## config.mk

```make
export PLATFORM = sky130hd
export DESIGN_NAME = if_stage_flat
export DESIGN_NICKNAME = d
export VERILOG_FILES = /design/src/rtl/if_stage_if.sv /design/src/rtl/if_stage.sv /design/src/flat_wrapper.sv
export SDC_FILE = /design/constraint.sdc
export NUM_CORES = 1
export LEC_CHECK = 0
export ABC_AREA = 1
export CAP_MARGIN = 20
export CORE_MARGIN = 3
export CORE_UTILIZATION = 30
export DETAILED_ROUTE_END_ITERATION = 8
export HOLD_SLACK_MARGIN = 0.05
export SYNTH_ARGS = -nofsm -noshare
export SYNTH_HDL_FRONTEND = slang
export SYNTH_SLANG_ARGS = --single-unit
```

## constraint.sdc

```tcl
create_clock -name clk -period 4.4 [get_ports clk]
set_input_delay 1.32 -clock clk [delete_from_list [all_inputs] [get_ports clk]]
set_output_delay 1.32 -clock clk [all_outputs]
set_load 0.01 [all_outputs]
```

## src/rtl/if_stage_if.sv

```systemverilog
// Signal bundle between the fetch stage and its neighbours: pc register,
// execute redirect, instruction memory and decode.
interface if_stage_if;
  logic [31:0] pc_in;
  logic        pc_en;
  logic [31:0] next_pc;
  logic        redirect_valid;
  logic [31:0] redirect_target;
  logic        imem_req_valid;
  logic        imem_req_ready;
  logic [31:0] imem_req_addr;
  logic        imem_rsp_valid;
  logic [31:0] imem_rsp_data;
  logic        if_valid;
  logic        if_ready;
  logic [31:0] if_instr;
  logic [31:0] if_pc;

  modport master (
    input  pc_in, redirect_valid, redirect_target, imem_req_ready,
           imem_rsp_valid, imem_rsp_data, if_ready,
    output pc_en, next_pc, imem_req_valid, imem_req_addr,
           if_valid, if_instr, if_pc
  );

  modport slave (
    output pc_in, redirect_valid, redirect_target, imem_req_ready,
           imem_rsp_valid, imem_rsp_data, if_ready,
    input  pc_en, next_pc, imem_req_valid, imem_req_addr,
           if_valid, if_instr, if_pc
  );
endinterface

```

## src/rtl/if_stage.sv

```systemverilog
// Instruction fetch stage: issues in-order memory requests, queues returned
// instructions with their PCs, and flushes on redirect while draining stale responses.
module if_stage #(
  parameter int DEPTH = 2
) (
  input logic        clk,
  input logic        rst,
  if_stage_if.master bus
);
  localparam int PW = $clog2(DEPTH);
  localparam int CW = PW + 1;
  localparam logic [CW:0] LIMIT = (CW+1)'(DEPTH);

  logic [31:0]      pc_q    [DEPTH];
  logic [31:0]      instr_q [DEPTH];
  logic [DEPTH-1:0] filled_q;

  logic [PW-1:0] head_q, head_d, tail_q, tail_d, fill_q, fill_d;
  logic [CW-1:0] alloc_q, alloc_d, unfilled_q, unfilled_d, drop_q, drop_d;

  logic [CW:0]   inflight;
  logic [CW-1:0] owed;
  logic [31:0]   req_addr;
  logic          req_valid, accept, rsp_drop, rsp_fill, deq;
  logic [DEPTH-1:0] alloc_hit, fill_hit, free_hit;

  assign req_addr  = {bus.pc_in[31:2], 2'b00};
  assign inflight  = {1'b0, alloc_q} + {1'b0, drop_q};
  assign req_valid = !rst && !bus.redirect_valid && (inflight < LIMIT);
  assign accept    = req_valid && bus.imem_req_ready;
  assign rsp_drop  = !rst && bus.imem_rsp_valid && (drop_q != '0);
  // Unfilled entries are contiguous from fill_q, since responses return in order.
  assign rsp_fill  = !rst && !bus.redirect_valid && bus.imem_rsp_valid &&
                     (drop_q == '0) && (unfilled_q != '0);
  assign deq       = bus.if_valid && bus.if_ready;
  assign owed      = drop_q + unfilled_q;

  assign bus.imem_req_valid = req_valid;
  assign bus.imem_req_addr  = req_addr;
  assign bus.if_valid       = !rst && !bus.redirect_valid && filled_q[head_q];
  assign bus.if_instr       = instr_q[head_q];
  assign bus.if_pc          = pc_q[head_q];

  always_comb begin
    bus.pc_en   = 1'b0;
    bus.next_pc = bus.pc_in;
    if (!rst && bus.redirect_valid) begin
      bus.pc_en   = 1'b1;
      bus.next_pc = {bus.redirect_target[31:2], 2'b00};
    end else if (accept) begin
      bus.pc_en   = 1'b1;
      bus.next_pc = req_addr + 32'd4;
    end
  end

  always_comb begin
    head_d     = head_q;
    tail_d     = tail_q;
    fill_d     = fill_q;
    alloc_d    = alloc_q;
    unfilled_d = unfilled_q;
    drop_d     = drop_q;
    if (bus.redirect_valid) begin
      head_d     = '0;
      tail_d     = '0;
      fill_d     = '0;
      alloc_d    = '0;
      unfilled_d = '0;
      // Every unfilled entry still owes a response; one arriving now is consumed.
      drop_d     = (bus.imem_rsp_valid && owed != '0) ? owed - 1'b1 : owed;
    end else begin
      if (accept)   tail_d = tail_q + 1'b1;
      if (rsp_fill) fill_d = fill_q + 1'b1;
      if (deq)      head_d = head_q + 1'b1;
      if (rsp_drop) drop_d = drop_q - 1'b1;
      alloc_d    = alloc_q + CW'(accept) - CW'(deq);
      unfilled_d = unfilled_q + CW'(accept) - CW'(rsp_fill);
    end
  end

  for (genvar gi = 0; gi < DEPTH; gi++) begin : g_hit
    assign alloc_hit[gi] = accept   && (tail_q == PW'(gi));
    assign fill_hit[gi]  = rsp_fill && (fill_q == PW'(gi));
    assign free_hit[gi]  = deq      && (head_q == PW'(gi));
  end

  always_ff @(posedge clk) begin
    if (rst) begin
      head_q     <= '0;
      tail_q     <= '0;
      fill_q     <= '0;
      alloc_q    <= '0;
      unfilled_q <= '0;
      drop_q     <= '0;
      filled_q   <= '0;
    end else begin
      head_q     <= head_d;
      tail_q     <= tail_d;
      fill_q     <= fill_d;
      alloc_q    <= alloc_d;
      unfilled_q <= unfilled_d;
      drop_q     <= drop_d;
      for (int i = 0; i < DEPTH; i++) begin
        if (bus.redirect_valid || free_hit[i] || alloc_hit[i]) filled_q[i] <= 1'b0;
        else if (fill_hit[i])                                  filled_q[i] <= 1'b1;
      end
    end
  end

  // Payload storage needs no reset: filled_q gates every use of it.
  always_ff @(posedge clk) begin
    for (int i = 0; i < DEPTH; i++) begin
      if (alloc_hit[i]) pc_q[i]    <= req_addr;
      if (fill_hit[i])  instr_q[i] <= bus.imem_rsp_data;
    end
  end
endmodule

```

## src/flat_wrapper.sv

```systemverilog
// flat-port wrapper written by rule: the top's interface ports become plain ports
module if_stage_flat 
#(
  parameter int DEPTH = 2
)
  (clk, rst, bus_pc_in, bus_redirect_valid, bus_redirect_target, bus_imem_req_ready, bus_imem_rsp_valid, bus_imem_rsp_data, bus_if_ready, bus_pc_en, bus_next_pc, bus_imem_req_valid, bus_imem_req_addr, bus_if_valid, bus_if_instr, bus_if_pc);
  if_stage_if bus_i ();
  input logic clk;
  input logic rst;
  input wire logic [$bits(bus_i.pc_in)-1:0] bus_pc_in;
  input wire logic [$bits(bus_i.redirect_valid)-1:0] bus_redirect_valid;
  input wire logic [$bits(bus_i.redirect_target)-1:0] bus_redirect_target;
  input wire logic [$bits(bus_i.imem_req_ready)-1:0] bus_imem_req_ready;
  input wire logic [$bits(bus_i.imem_rsp_valid)-1:0] bus_imem_rsp_valid;
  input wire logic [$bits(bus_i.imem_rsp_data)-1:0] bus_imem_rsp_data;
  input wire logic [$bits(bus_i.if_ready)-1:0] bus_if_ready;
  output wire logic [$bits(bus_i.pc_en)-1:0] bus_pc_en;
  output wire logic [$bits(bus_i.next_pc)-1:0] bus_next_pc;
  output wire logic [$bits(bus_i.imem_req_valid)-1:0] bus_imem_req_valid;
  output wire logic [$bits(bus_i.imem_req_addr)-1:0] bus_imem_req_addr;
  output wire logic [$bits(bus_i.if_valid)-1:0] bus_if_valid;
  output wire logic [$bits(bus_i.if_instr)-1:0] bus_if_instr;
  output wire logic [$bits(bus_i.if_pc)-1:0] bus_if_pc;
  assign bus_i.pc_in = bus_pc_in;
  assign bus_i.redirect_valid = bus_redirect_valid;
  assign bus_i.redirect_target = bus_redirect_target;
  assign bus_i.imem_req_ready = bus_imem_req_ready;
  assign bus_i.imem_rsp_valid = bus_imem_rsp_valid;
  assign bus_i.imem_rsp_data = bus_imem_rsp_data;
  assign bus_i.if_ready = bus_if_ready;
  assign bus_pc_en = bus_i.pc_en;
  assign bus_next_pc = bus_i.next_pc;
  assign bus_imem_req_valid = bus_i.imem_req_valid;
  assign bus_imem_req_addr = bus_i.imem_req_addr;
  assign bus_if_valid = bus_i.if_valid;
  assign bus_if_instr = bus_i.if_instr;
  assign bus_if_pc = bus_i.if_pc;
  if_stage #(.DEPTH(DEPTH)) u_core (.clk(clk), .rst(rst), .bus(bus_i));
endmodule
```

==> results.json <==
{
  "nets": 1003,
  "cp.buffers_inverters": 5,
  "antenna_violations_before_repair": 3,
  "clock_tree_from_tritoncts": "yes",
  "max_cap_violations": 0,
  "layout_worst_path_cycle_share_pct": 97.47,
  "yosys.area.top_type_share_pct": 54.85,
  "detailedRoute.firstIterationViolations": 230,
  "clock_skew_ns": 0.007451,
  "number_of_global_route_vias_before_repair": 5211,
  "crit_arrival_ns": 2.97,
  "static_leakage_nw": 4.293,
  "io_buffer_count": 226,
  "drc_errors": 0,
  "time_the_worst_path_needs_with_i_o_delays_and_setup_ns": 4.289,
  "grt_start_max_net_pins": 36,
  "synth_edf_count": 124,
  "synth_seq_area_share_pct": 58.39,
  "setup_violations": 0,
  "timing.critical_path.max_delay_family": "buffers and inverters",
  "syn_area_sq_um": 6789,
  "layout.cells.most_common_list": "clkdlybuf4s50_1 (176), edfxtp_1 (124), nand2_1 (120), buf_4 (87), mux2_2 (62)",
  "htree_num_levels": 4,
  "first_pass_grt_wire_length_mm": 28.41,
  "run_status": "finished clean",
  "r2r_cells": 8,
  "syn_to_final_growth_pct": 55.86,
  "critical_path_required_ns": 3.08,
  "grt_overflow_total": 0,
  "finalInstanceArea_sq_um": 10580,
  "clk_transition_reported_paths_ns": 0.06,
  "fillers": 2046,
  "report.final.hold_viol_count": 0,
  "io_pins": 233,
  "worstMarginPinSlew_ns": 0.5466,
  "worst-setup-path-type": "in -> out",
  "timing.hold.worst.class": "reg -> reg",
  "setup.worst_path.start": "bus_pc_in[13]",
  "synth_async_sr_flop_share_pct": 0,
  "slew-limit-headroom_pct": 63.48,
  "critical_path_peak_fanout": 3,
  "synth_area_leader_cell": "edfxtp_1",
  "critPathCaptureType": "output pin",
  "die_height_microns": 156.4,
  "track_usage_pct": 15.26,
  "detailed_routing_iterations_pass_1": 5,
  "tritoncts.num_buffers": 17,
  "layout_commonest_cell": "clkdlybuf4s50_1",
  "dpl-instance-area_sq_um": 9779,
  "rsz_0062_raised_after_global_routing": "true",
  "worstReg2RegStart": "u_core.drop_q[0]",
  "worst_path_largest_cell_delay_ns": 0.50,
  "num_vias": 5222,
  "final_max_slew_viol_count": 0,
  "endpoint_of_the_worst_hold_path": "u_core.filled_q[1]",
  "average_vias_per_placed_instance": 4.396,
  "postRouteWirelength_mm": 19.06,
  "critPathSlowestCell": "clkdlybuf4s50_1",
  "worst-r2r-setup-slack_ns": 1.92,
  "rows": 54,
  "fin_tns_setup_ns": 0,
  "die_width_microns": 156.4,
  "clock_sinks": 136,
  "core-area_sq_um": 22030,
  "maxClockFrequency_mhz": 233.2,
  "worstSetupStartpointType": "primary input",
  "ys_ff_latch": 136,
  "synth_top_cells_by_area": "edfxtp_1 (55%), mux2_2 (10%), nand2_1 (6.8%)",
  "ir_drop_v": 0.0002792,
  "floorplan.die_area_sq_um": 24470,
  "routabilityCongestion": 0.8350,
  "syn_area_per_cell_sq_um": 11.37,
  "multi_input_area_sq_um": 2387,
  "power.density_cell_area_nw_per_um2": 318.6,
  "clk_path_buf_depth": 2,
  "postCtsHoldBufs": 0,
  "yosys_synthesis_warning_count": 0,
  "holdCritStartpoint": "u_core.filled_q[1]",
  "register_area_sq_um": 3968,
  "cts.root.buffer_cell": "clkbuf_16",
  "drive_gt1_share_pct": 27.07,
  "route.detailed.wl_per_inst_microns": 16.04,
  "insertion_delay_ns": 0.41,
  "ant_nets": 0,
  "min_delay_path_depth": 1,
  "synth_cell_type_count": 39,
  "yosys_most_used_dff": "edfxtp_1",
  "initial_core_util_pct": 30.82,
  "dp.final_hpwl_mm": 14.07,
  "synthesis.instances": 597,
  "cp_cell_sequence": "clkdlybuf4s50_1 > nand2_2 > nor2_4 > inv_1 > nor3_4 > buf_4 > buf_4 > nand2_1 > nand3_1 > nand2_1 > dlygate4sd2_1",
  "worstReg2RegEnd": "u_core.pc_q[1][11]",
  "dpl_cells": 1137,
  "finalNonFillerCells": 1188
}
## what timing repair did
item | 4_1_cts | 5_1_grt
endpoints found under the setup margin | 33 | 22
pin swaps | 12 | 11
resized for setup | 60 | 35
buffers inserted | 16 | 1
## area by class of cell
class / instances / share of cell area (%)
clock inverter: 15 / 1.904
antenna: 3 / 0.07095
multi-input combinational: 361 / 22.56
inverter: 53 / 1.880
timing repair buffer: 323 / 28.76
tap: 280 / 3.311
clock buffer: 17 / 4.020
sequential: 136 / 37.50
## registers in the layout, summed over array words and instances, names as in the netlist, named ones only
register and cells:
u_core.unfilled_q 2, u_core.instr_q 64, u_core.tail_q 1, u_core.pc_q 60
u_core.alloc_q 2, u_core.filled_q 2, u_core.head_q 1, u_core.fill_q 1
u_core.drop_q 2
## cells by family (layout without fill, tap and decap cells)
group | count (synthesis) | count (layout) | synth area share [%]
xor gates and xnor gates | 14 | 14 | 1.806
adders and majority gates | 9 | 9 | 1.769
DFF | 136 | 136 | 58.39
other | 1 | 7 | 0.05524
and+or+nand+nor | 241 | 241 | 16.86
AOI/OAI and AO/OA | 31 | 31 | 2.709
muxes | 62 | 62 | 10.28
buffers and inverters | 103 | 408 | 8.127
## worst max path at each step
| stage | endpoint | cells past startpoint | slack, ns |
|---|---|---|---|
| after detailed placement | bus_next_pc[20] | 11 | -0.46 |
| final | bus_next_pc[15] | 11 | 0.11 |
| after floorplan | bus_next_pc[20] | 9 | 0.78 |
| after global placement | bus_next_pc[20] | 11 | -0.47 |
| after global routing | bus_next_pc[30] | 12 | -0.01 |
| after CTS | bus_next_pc[25] | 12 | -0.005 |
## synth_stat cells, types with 2 or more instances
| cell type | instances |
|---|---|
| nor2_1 | 41 |
| o21a_1 | 2 |
| nand2_4 | 2 |
| nand2_1 | 123 |
| o21ai_0 | 8 |
| a21oi_1 | 8 |
| nor2_2 | 3 |
| ha_1 | 8 |
| nor3_4 | 3 |
| xnor2_1 | 3 |
| nand3_1 | 39 |
| buf_6 | 3 |
| mux2_2 | 62 |
| nor3_1 | 6 |
| a31oi_1 | 3 |
| xor2_1 | 11 |
| buf_4 | 34 |
| nor2_4 | 6 |
| nand3_2 | 2 |
| dfxtp_1 | 12 |
| edfxtp_1 | 124 |
| nand4_1 | 7 |
| buf_2 | 12 |
| inv_1 | 52 |
| o21ai_1 | 3 |
| a21o_1 | 4 |
| nand2_2 | 4 |
## where the power goes
part	internal [W]	total [W]	switching [W]
Clock	0.000877	0.00152	0.000639
Sequential	0.00142	0.00143	0.00000559
Combinational	0.000231	0.000426	0.000195
## metal layers
layer  wire length, microns  track usage [%]
met5                      0                0
met4                    388            5.502
met3                   1197            4.176
met2                   9210            24.96
met1                   8263            19.46
## metrics by stage
| stage | hold WS, ns | utilization [%] | setup slack, ns | total power [W] |
|---|---|---|---|---|
| after detailed placement | 0.4586 | 44.40 | -0.4591 | 0.001896 |
| after global routing | 0.4863 | 48.03 | -0.01201 | 0.003503 |
| after global placement | 0.4479 | 44.40 | -0.4697 | 0.001893 |
| final | 0.4735 | 48.04 | 0.1114 | 0.003371 |
| after CTS | 0.4746 | 47.72 | -0.004549 | 0.003412 |
| after floorplan | 0.4406 | - | 0.7829 | 0.001623 |
Note: power is estimated with default switching activity, not from simulation.
